## config.mk

```make
export PLATFORM = sky130hd
export DESIGN_NAME = mem_port_arbiter
export DESIGN_NICKNAME = d
export VERILOG_FILES = /design/src/rtl/mem_port_arbiter.sv
export SDC_FILE = /design/constraint.sdc
export NUM_CORES = 1
export LEC_CHECK = 0
export CORE_AREA = 2 2 133 135
export CTS_BUF_LIST = sky130_fd_sc_hd__clkbuf_4 sky130_fd_sc_hd__clkbuf_8 sky130_fd_sc_hd__clkbuf_16
export DETAILED_ROUTE_END_ITERATION = 8
export DIE_AREA = 0 0 135 137
export MAX_ROUTING_LAYER = met4
export PLACE_DENSITY = 0.78
export SETUP_SLACK_MARGIN = 0.3
export SYNTH_ARGS = -nofsm -noshare
export SYNTH_HDL_FRONTEND = slang
export SYNTH_SLANG_ARGS = --single-unit
```

## constraint.sdc

```tcl
create_clock -name clk -period 2.83 [get_ports clk]
set_clock_uncertainty 0.1 [all_clocks]
set_input_delay 0.566 -clock clk [delete_from_list [all_inputs] [get_ports clk]]
set_output_delay 0.566 -clock clk [all_outputs]
set_load 0.05 [all_outputs]
```

## src/rtl/mem_port_arbiter.sv

```systemverilog
// Arbitrates a CU port and a host/DMA port onto one single-port synchronous SRAM bank.
// Only one access is in flight at a time. Out-of-range accesses complete without touching the SRAM and set a sticky error.
module mem_port_arbiter #(
    parameter int addr_width   = 12,
    parameter int read_latency = 1
) (
    input  logic                  clk,
    input  logic                  rstn,
    input  logic                  cu_read_req,
    input  logic [31:0]           cu_read_addr,
    output logic                  cu_read_valid,
    output logic [31:0]           cu_read_data,
    input  logic                  cu_write_req,
    input  logic [31:0]           cu_write_addr,
    input  logic [31:0]           cu_write_data,
    output logic                  cu_write_ack,
    input  logic                  host_read_req,
    input  logic [31:0]           host_read_addr,
    output logic                  host_read_valid,
    output logic [31:0]           host_read_data,
    input  logic                  host_write_req,
    input  logic [31:0]           host_write_addr,
    input  logic [31:0]           host_write_data,
    output logic                  host_write_ack,
    output logic                  sram_en,
    output logic                  sram_we,
    output logic [addr_width-1:0] sram_addr,
    output logic [31:0]           sram_wdata,
    input  logic [31:0]           sram_rdata,
    output logic                  busy,
    output logic                  err,
    input  logic                  err_clr
);

    typedef enum logic [1:0] {
        S_IDLE  = 2'd0,
        S_ISSUE = 2'd1,
        S_WAIT  = 2'd2,
        S_RESP  = 2'd3
    } state_t;

    state_t                state_q, state_d;
    logic                  port_q, port_d;        // 0 = CU, 1 = host
    logic                  op_q, op_d;            // 1 = write
    logic                  oor_q, oor_d;
    logic                  prio_q, prio_d;        // 1 = host wins the next contention
    logic                  mask_vld_q, mask_vld_d;
    logic                  mask_port_q, mask_port_d;
    logic                  mask_op_q, mask_op_d;
    logic [2:0]            cnt_q, cnt_d;
    logic                  cu_read_valid_q, cu_read_valid_d;
    logic [31:0]           cu_read_data_q, cu_read_data_d;
    logic                  cu_write_ack_q, cu_write_ack_d;
    logic                  host_read_valid_q, host_read_valid_d;
    logic [31:0]           host_read_data_q, host_read_data_d;
    logic                  host_write_ack_q, host_write_ack_d;
    logic                  sram_en_q, sram_en_d;
    logic                  sram_we_q, sram_we_d;
    logic [addr_width-1:0] sram_addr_q, sram_addr_d;
    logic [31:0]           sram_wdata_q, sram_wdata_d;
    logic                  busy_q, busy_d;
    logic                  err_q, err_d;

    logic                  cu_wr_s, cu_rd_s, host_wr_s, host_rd_s;
    logic                  cu_any_s, host_any_s, gnt_host_s, gnt_op_s, gnt_oor_s;
    logic [31:0]           gnt_addr_s, gnt_wdata_s, rdat_s;

    // Eligible request lines after the cooldown mask, and the round-robin grant
    always_comb begin
        cu_wr_s    = cu_write_req   && !(mask_vld_q && !mask_port_q &&  mask_op_q);
        cu_rd_s    = cu_read_req    && !(mask_vld_q && !mask_port_q && !mask_op_q);
        host_wr_s  = host_write_req && !(mask_vld_q &&  mask_port_q &&  mask_op_q);
        host_rd_s  = host_read_req  && !(mask_vld_q &&  mask_port_q && !mask_op_q);
        cu_any_s   = cu_wr_s || cu_rd_s;
        host_any_s = host_wr_s || host_rd_s;
        gnt_host_s = host_any_s && (!cu_any_s || prio_q);
        if (gnt_host_s) begin
            gnt_op_s    = host_wr_s;
            gnt_addr_s  = host_wr_s ? host_write_addr : host_read_addr;
            gnt_wdata_s = host_write_data;
        end else begin
            gnt_op_s    = cu_wr_s;
            gnt_addr_s  = cu_wr_s ? cu_write_addr : cu_read_addr;
            gnt_wdata_s = cu_write_data;
        end
        gnt_oor_s = (gnt_addr_s >> addr_width) != 32'd0;
        rdat_s    = oor_q ? 32'd0 : sram_rdata;
    end

    // Sticky range error where a new error wins over a simultaneous clear
    always_comb begin
        if ((state_q == S_ISSUE) && oor_q) begin
            err_d = 1'b1;
        end else if (err_clr) begin
            err_d = 1'b0;
        end else begin
            err_d = err_q;
        end
    end

    // Next-state and registered-output computation for the access sequencer
    always_comb begin
        state_d           = state_q;
        port_d            = port_q;
        op_d              = op_q;
        oor_d             = oor_q;
        prio_d            = prio_q;
        mask_vld_d        = mask_vld_q;
        mask_port_d       = mask_port_q;
        mask_op_d         = mask_op_q;
        cnt_d             = cnt_q;
        cu_read_valid_d   = 1'b0;
        cu_read_data_d    = cu_read_data_q;
        cu_write_ack_d    = 1'b0;
        host_read_valid_d = 1'b0;
        host_read_data_d  = host_read_data_q;
        host_write_ack_d  = 1'b0;
        sram_en_d         = 1'b0;
        sram_we_d         = 1'b0;
        sram_addr_d       = sram_addr_q;
        sram_wdata_d      = sram_wdata_q;
        case (state_q)
            S_IDLE: begin
                mask_vld_d = 1'b0;
                if (cu_any_s || host_any_s) begin
                    state_d      = S_ISSUE;
                    port_d       = gnt_host_s;
                    op_d         = gnt_op_s;
                    oor_d        = gnt_oor_s;
                    prio_d       = !gnt_host_s;
                    sram_en_d    = !gnt_oor_s;
                    sram_we_d    = gnt_op_s && !gnt_oor_s;
                    sram_addr_d  = gnt_addr_s[addr_width-1:0];
                    sram_wdata_d = gnt_wdata_s;
                end else begin
                    state_d = S_IDLE;
                end
            end
            S_ISSUE: begin
                if (op_q) begin
                    state_d          = S_RESP;
                    cu_write_ack_d   = !port_q;
                    host_write_ack_d = port_q;
                end else begin
                    state_d = S_WAIT;
                    cnt_d   = 3'(read_latency);
                end
            end
            S_WAIT: begin
                // The count reaches one on the cycle the SRAM presents the read word
                if (cnt_q == 3'd1) begin
                    state_d = S_RESP;
                    if (port_q) begin
                        host_read_valid_d = 1'b1;
                        host_read_data_d  = rdat_s;
                    end else begin
                        cu_read_valid_d = 1'b1;
                        cu_read_data_d  = rdat_s;
                    end
                end else begin
                    cnt_d = cnt_q - 3'd1;
                end
            end
            S_RESP: begin
                state_d     = S_IDLE;
                mask_vld_d  = 1'b1;
                mask_port_d = port_q;
                mask_op_d   = op_q;
            end
            default: begin
                state_d = S_IDLE;
            end
        endcase
        busy_d = (state_d != S_IDLE);
    end

    // State and output registers
    always_ff @(posedge clk or negedge rstn) begin
        if (!rstn) begin
            state_q           <= S_IDLE;
            port_q            <= 1'b0;
            op_q              <= 1'b0;
            oor_q             <= 1'b0;
            prio_q            <= 1'b0;
            mask_vld_q        <= 1'b0;
            mask_port_q       <= 1'b0;
            mask_op_q         <= 1'b0;
            cnt_q             <= 3'd0;
            cu_read_valid_q   <= 1'b0;
            cu_read_data_q    <= 32'd0;
            cu_write_ack_q    <= 1'b0;
            host_read_valid_q <= 1'b0;
            host_read_data_q  <= 32'd0;
            host_write_ack_q  <= 1'b0;
            sram_en_q         <= 1'b0;
            sram_we_q         <= 1'b0;
            sram_addr_q       <= '0;
            sram_wdata_q      <= 32'd0;
            busy_q            <= 1'b0;
            err_q             <= 1'b0;
        end else begin
            state_q           <= state_d;
            port_q            <= port_d;
            op_q              <= op_d;
            oor_q             <= oor_d;
            prio_q            <= prio_d;
            mask_vld_q        <= mask_vld_d;
            mask_port_q       <= mask_port_d;
            mask_op_q         <= mask_op_d;
            cnt_q             <= cnt_d;
            cu_read_valid_q   <= cu_read_valid_d;
            cu_read_data_q    <= cu_read_data_d;
            cu_write_ack_q    <= cu_write_ack_d;
            host_read_valid_q <= host_read_valid_d;
            host_read_data_q  <= host_read_data_d;
            host_write_ack_q  <= host_write_ack_d;
            sram_en_q         <= sram_en_d;
            sram_we_q         <= sram_we_d;
            sram_addr_q       <= sram_addr_d;
            sram_wdata_q      <= sram_wdata_d;
            busy_q            <= busy_d;
            err_q             <= err_d;
        end
    end

    assign cu_read_valid   = cu_read_valid_q;
    assign cu_read_data    = cu_read_data_q;
    assign cu_write_ack    = cu_write_ack_q;
    assign host_read_valid = host_read_valid_q;
    assign host_read_data  = host_read_data_q;
    assign host_write_ack  = host_write_ack_q;
    assign sram_en         = sram_en_q;
    assign sram_we         = sram_we_q;
    assign sram_addr       = sram_addr_q;
    assign sram_wdata      = sram_wdata_q;
    assign busy            = busy_q;
    assign err             = err_q;

endmodule

```

# After elaboration in Yosys (flattened, before gate mapping)
# Index checks and enable logic that the tools add are counted.
# W data, S select, Z words.
[op_classes]
bitwise_logic = 1
mux = 30
n_eq_ne = 6
reduce_logical = 37
add_sub_neg = 1
[ops]
columns = ["cell", "n"]
rows = [
  ["$mux W32", 5],
  ["$reduce_bool A32 Y1", 1],
  ["$mux W1", 19],
  ["$logic_and A1 B1 Y1", 13],
  ["$logic_not A1 Y1", 10],
  ["$reduce_and A3 Y1", 3],
  ["$pmux W2 S4", 1],
  ["$reduce_bool A2 Y1", 4],
  ["$mux W3", 2],
  ["$pmux W3 S2", 1],
  ["$eq A2 B2 Y1 const B", 2],
  ["$logic_or A1 B1 Y1", 4],
  ["$ne A2 B2 Y1 const B", 2],
  ["$eq A3 B1 Y1 const B", 1],
  ["$sub A3 B1 Y3 const B", 1],
  ["$eq A2 B1 Y1 const B", 1],
  ["$logic_not A2 Y1", 1],
  ["$mux W2", 1],
  ["$pmux W1 S2", 1],
  ["$reduce_and A2 Y1", 1],
  ["$not A1 Y1", 1],
]
[totals]
output_inout_bits = 116
register_bits = 128

# Longest topological paths before layout
[logic_depth]
ltp_word = 15
ltp_mapped = 8
ltp_nobuf = 7

# Worst setup path after synthesis
# OpenSTA, ideal clock, no wires.
[synth_path]
path_type = "input port to flip-flop"
startpoint = "input cu_write_req"
endpoint = "register oor_q"
cell_stages = 5
setup_slack_ns = 0.799
setup_ns = 0.125
arrival_ns = 1.806
n_path_buf = 1
cell_sequence = "mux2_4 o32ai_4 o32a_2 buf_6 mux2_2"
[synth_via]
elab_chain_len = 7
elab_cells_between_ends = 10
classes_between = "mux (2); reduce/logical (8)"
[synth_lines]
columns = ["item", "line", "rtl"]
rows = [
  ["start: declaration", "13", "input logic cu_write_req,"],
  ["$logic_and A1 B1 Y1 (*)", "70", "cu_wr_s = cu_write_req && !(mask_vld_q && !mask_port_q && mask_op_q);"],
  ["$logic_or A1 B1 Y1", "74", "cu_any_s = cu_wr_s || cu_rd_s;"],
  ["$logic_not A1 Y1", "76", "gnt_host_s = host_any_s && (!cu_any_s || prio_q);"],
  ["$logic_or A1 B1 Y1", "76", ""],
  ["$logic_and A1 B1 Y1", "76", ""],
  ["$mux W32", "77", "if (gnt_host_s) begin"],
  ["$reduce_bool A32 Y1", "86", "gnt_oor_s = (gnt_addr_s >> addr_width) != 32'd0;"],
  ["end signal: assignment", "205", "oor_q <= oor_d;"],
  ["end: declaration", "45", "logic oor_q, oor_d;"],
]
# Mark *: on every way between the ends. The rest lies on a longest branch, timed or not.
# A chain may end at the register's enable or synchronous reset.

# Worst setup path after layout
[layout_path]
startpoint = "input cu_write_req"
endpoint = "register sram_addr_q[9] (netlist: sram_addr[9])"
[layout_via]
elab_chain_len = 6
elab_cells_between_ends = 9
classes_between = "mux (2); reduce/logical (7)"
[layout_lines]
columns = ["item", "line", "rtl"]
rows = [
  ["$logic_and A1 B1 Y1 (*)", "70", ""],
  ["$logic_or A1 B1 Y1", "74", ""],
  ["$logic_not A1 Y1", "76", ""],
  ["$logic_or A1 B1 Y1", "76", ""],
  ["$logic_and A1 B1 Y1", "76", ""],
  ["$mux W32", "77", ""],
  ["end signal: assignment", "219", "sram_addr_q <= sram_addr_d;"],
  ["end: declaration", "59", "logic [addr_width-1:0] sram_addr_q, sram_addr_d;"],
]
# Marked as above.

==> flow_metrics.py <==
metrics = {
    "grt": {
        "grt_start_max_net_pins": 63,
        "via_count_of_the_first_global_routing_pass": 5869,
        "grt_first_pass_wirelength_mm": 30.88,
        "antenna_found_initial": 0,
        "grt.total_usage": 0.2257,
        "grt.overflow.total": 0,
    },
    "final_layout": {
        "net_count_reported_at_finish": 1152,
        "layout.filler_cells": 1489,
        "post_route_cells_drive_above_1_share": 0.06897,
        "area_delta_synth_final_pct": 78.97,
        "n_antenna_cell": 0,
        "final_cell_area_um2": 10120,
    },
    "synth": {
        "yosysWarnings": 0,
        "unique_cell_type_count_in_the_yosys_netlist": 39,
        "simple_gate_portion_of_the_synthesized_area": 0.1816,
        "main_combinational_cell_family_by_area_after_synthesis": "simple AND/OR/NAND/NOR gates",
        "synth-adder-area-share": 0.01327,
        "mux_contribution_to_synthesized_area": 0.05662,
        "yosysTopAreaCell": "sky130_fd_sc_hd__dfrtp_1",
        "syn_avg_cell_area_um2": 10.08,
        "ys.flop_type": "sky130_fd_sc_hd__dfrtp_1",
        "number_of_enable_flip_flop_cells_after_synthesis": 0,
        "syn-cell-area_um2": 5657,
        "yosysSeqAreaShare": 0.5662,
        "synth_compound_gate_area_share": 0.1495,
        "synthXorXnorAreaFrac": 0,
        "yosys-top-cells-area": "sky130_fd_sc_hd__dfrtp_1, sky130_fd_sc_hd__nand2_1, sky130_fd_sc_hd__o21ai_0",
        "yosys.area.top_type_share": 0.5662,
        "mappedNetlistNets": 798,
        "synth_seq_cells": 128,
        "postSynth.asyncResetShare": 1.000,
        "netlist_instances": 561,
    },
    "drt": {
        "vias": 5582,
        "detailedRoute.firstPassIterationCount": 5,
        "first_iter_violations": 170,
        "routedWlPerCell_um": 17.69,
        "drt_wl_total_mm": 20.40,
        "viasPerCell": 4.841,
        "final_antenna_net_count": 0,
        "remaining_drc_errors": 0,
    },
    "placement": {
        "dp_hpwl_mm": 15.47,
        "port_buffers": 346,
        "place_worst_setup_slack_ns": 0.03060,
        "weighted_congestion_reported_at_the_end_of_routability_driven_placement": 0.8479,
        "place_area_um2": 9473,
    },
    "sta": {
        "tightest_slew_ns": 0.7823,
        "setup-violations-final": 0,
        "whs_ns": 0.3755,
        "rsz0062_at_grt": "false",
        "worst_slack_ns": 0.3940,
        "timing_hold_violations_final": 0,
        "worst_slew_margin_relative_to_its_limit": 0.4775,
        "final_min_period_over_clock_period": 0.8608,
        "sum_neg_setup_slack_ns": 0,
        "finalWorstPathRequiredPeriod_ns": 2.436,
        "max_freq_mhz": 410.5,
        "final_max_slew_viol_count": 0,
    },
    "flow_run": {
        "max-cap-violations": 0,
    },
    "clocking": {
        "ctsRootBufferMaster": "sky130_fd_sc_hd__clkbuf_16",
        "buffer_levels_on_the_longest_clock_path": 2,
        "total_of_cells_resized_after_clock_tree_synthesis": 0,
        "cts_max_level": 4,
        "clock_sink_count": 128,
        "worst_skew_pair.late_latency_ns": 0.41,
        "clkSlewWorstSetupHoldPaths_ns": 0.06,
        "cts_tree": "done",
        "numCtsBuffers": 17,
    },
    "floorplan": {
        "num_rows": 48,
        "io_pins": 347,
        "fp.dieH_um": 137,
        "fp.coreArea_um2": 17060,
        "die_area_um2": 18500,
        "die_w_um": 135,
        "initial_utilization": 0.3316,
    },
    "setup_path": {
        "critical_path_peak_fanout": 45,
        "cp.depth": 8,
        "critical_path.endpoint_type": "flip-flop",
        "timing.reg2reg.worst_path_depth": 7,
        "timing.critical_path.arrival_ns": 2.64,
        "cp_class": "primary input to flip-flop",
        "worst-endpoint-required_ns": 3.04,
        "slowest_stage": "sky130_fd_sc_hd__clkdlybuf4s50_1",
        "crit_path_max_cell_delay_ns": 0.47,
        "crit_path_cell_trace": "clkdlybuf4s50_1, mux2_4, o32ai_4, buf_4, o32a_2, buf_12, nand2_1, o221ai_1",
        "path_delay_family": "buffers and inverters",
        "setup.worst_path.start_class": "primary input",
        "critPathBufInv": 3,
    },
    "power_and_ir_drop": {
        "pwr_density_cell_nw_per_um2": 1149,
        "largest_vdd_supply_drop_mv": 0.5933,
        "power.leakage_nw": 4.343,
    },
    "hold_path": {
        "worstHoldPathType": "flip-flop to flip-flop",
        "hold_path_depth": 2,
    },
    "status": {
        "run_status": "finished, final reports clean",
    },
}
-- sequential cells by signal, summed over array words and instances (netlist names), 2 cells and up --
signal	count
cnt_q	3
cu_read_data	32
host_read_data	32
sram_addr	12
sram_wdata	32
state_q	2
-- synth_stat cells (6+ instances only) --
cell	count
sky130_fd_sc_hd__nand2_1	153
sky130_fd_sc_hd__dfrtp_1	128
sky130_fd_sc_hd__o21ai_0	70
sky130_fd_sc_hd__nand2b_1	33
sky130_fd_sc_hd__a22oi_1	32
sky130_fd_sc_hd__mux2i_1	26
sky130_fd_sc_hd__clkbuf_1	20
sky130_fd_sc_hd__nor4_1	16
sky130_fd_sc_hd__o221ai_1	12
sky130_fd_sc_hd__buf_2	10
sky130_fd_sc_hd__inv_1	10
sky130_fd_sc_hd__ha_1	6
-- path summary, 6_finish.rpt --
| path | from | endpoint | slack, ns |
|---|---|---|---|
| max | cu_write_req | sram_addr[9]$_DFFE_PN0P_ | 0.39 |
| min | host_read_data[22]$_DFFE_PN0P_ | host_read_data[22]$_DFFE_PN0P_ | 0.38 |
| max reg2reg | mask_op_q$_DFFE_PN0P_ | sram_addr[9]$_DFFE_PN0P_ | 0.54 |
| min reg2reg | host_read_data[22]$_DFFE_PN0P_ | host_read_data[22]$_DFFE_PN0P_ | 0.38 |
| max in group asynchronous | rstn | sram_wdata[15]$_DFFE_PN0P_ | 1.35 |
| min in group asynchronous | rstn | cu_read_data[1]$_DFFE_PN0P_ | 0.52 |
-- worst register-to-register path, stage by stage (launching register included) --
cell	delay (ns)
sky130_fd_sc_hd__dfrtp_1	0.45
sky130_fd_sc_hd__mux2_4	0.34
sky130_fd_sc_hd__o32ai_4	0.37
sky130_fd_sc_hd__buf_4	0.22
sky130_fd_sc_hd__o32a_2	0.24
sky130_fd_sc_hd__buf_12	0.24
sky130_fd_sc_hd__nand2_1	0.13
sky130_fd_sc_hd__o221ai_1	0.10
-- timing repair --
item	CTS	global route
setup endpoints to repair	0	5
hold buffers	1	0
hold endpoints to repair	37	0
buffers inserted	0	0
-- metal layers --
| metal | GRT usage | share of wire | vias up |
|---|---|---|---|
| met1 | 0.2499 | 0.38 | 2628 |
| met2 | 0.3976 | 0.53 | 252 |
| met3 | 0.06148 | 0.073 | 28 |
| li1 | - | - | 2674 |
| met5 | - | 0 | - |
| met4 | 0.07002 | 0.018 | 0 |
-- area by class of cell --
| cell class | instances | area (um2) | area share |
|---|---|---|---|
| inverter | 10 | 37.54 | 0.003708 |
| timing repair buffer | 366 | 3680 | 0.3635 |
| clock inverter | 13 | 175.2 | 0.01730 |
| sequential | 128 | 3203 | 0.3164 |
| multi-input combinational | 392 | 2293 | 0.2265 |
| clock buffer | 19 | 452.9 | 0.04474 |
| tap | 225 | 281.5 | 0.02781 |
-- cells in the final DEF, fill, tap and decap left out, types with 3 or more instances in the layout --
cell / n
sky130_fd_sc_hd__and3_1: 3
sky130_fd_sc_hd__buf_4: 14
sky130_fd_sc_hd__mux2i_1: 26
sky130_fd_sc_hd__buf_12: 5
sky130_fd_sc_hd__clkdlybuf4s50_1: 345
sky130_fd_sc_hd__clkinv_4: 4
sky130_fd_sc_hd__or4_1: 4
sky130_fd_sc_hd__ha_1: 6
sky130_fd_sc_hd__clkbuf_16: 17
sky130_fd_sc_hd__o21ai_0: 70
sky130_fd_sc_hd__bufinv_16: 3
sky130_fd_sc_hd__mux2_2: 4
sky130_fd_sc_hd__nand3_1: 3
sky130_fd_sc_hd__nor2_1: 4
sky130_fd_sc_hd__o221ai_1: 12
sky130_fd_sc_hd__inv_1: 10
sky130_fd_sc_hd__nand2_1: 152
sky130_fd_sc_hd__dfrtp_1: 128
sky130_fd_sc_hd__nor4_1: 16
sky130_fd_sc_hd__a22oi_1: 32
sky130_fd_sc_hd__inv_6: 3
sky130_fd_sc_hd__nand2b_1: 32
-- metrics by stage --
step	power (W)	instances	utilization
2_1_floorplan	0.006941	561	-
3_3_place_gp	0.009244	1119	0.5554
3_5_place_dp	0.009376	1119	0.5554
4_1_cts	0.01173	1152	0.5928
5_1_grt	0.01225	1153	0.5935
6_report	0.01164	1153	0.5935
-- logic make-up after synthesis --
family | count (synthesis)
and+or+nand+nor | 224
AOI/OAI and AO/OA | 130
DFF | 128
buffers and inverters | 42
muxes | 31
adders and majority gates | 6
-- where the power goes --
group / total [W] / internal, W / switching [W] / leakage [nW]
clock network: 0.00230 / 0.00145 / 0.000850 / 0.306
logic: 0.00622 / 0.00217 / 0.00405 / 2.38
registers: 0.00311 / 0.00262 / 0.000493 / 1.66
(Power assumes the default switching activity.)
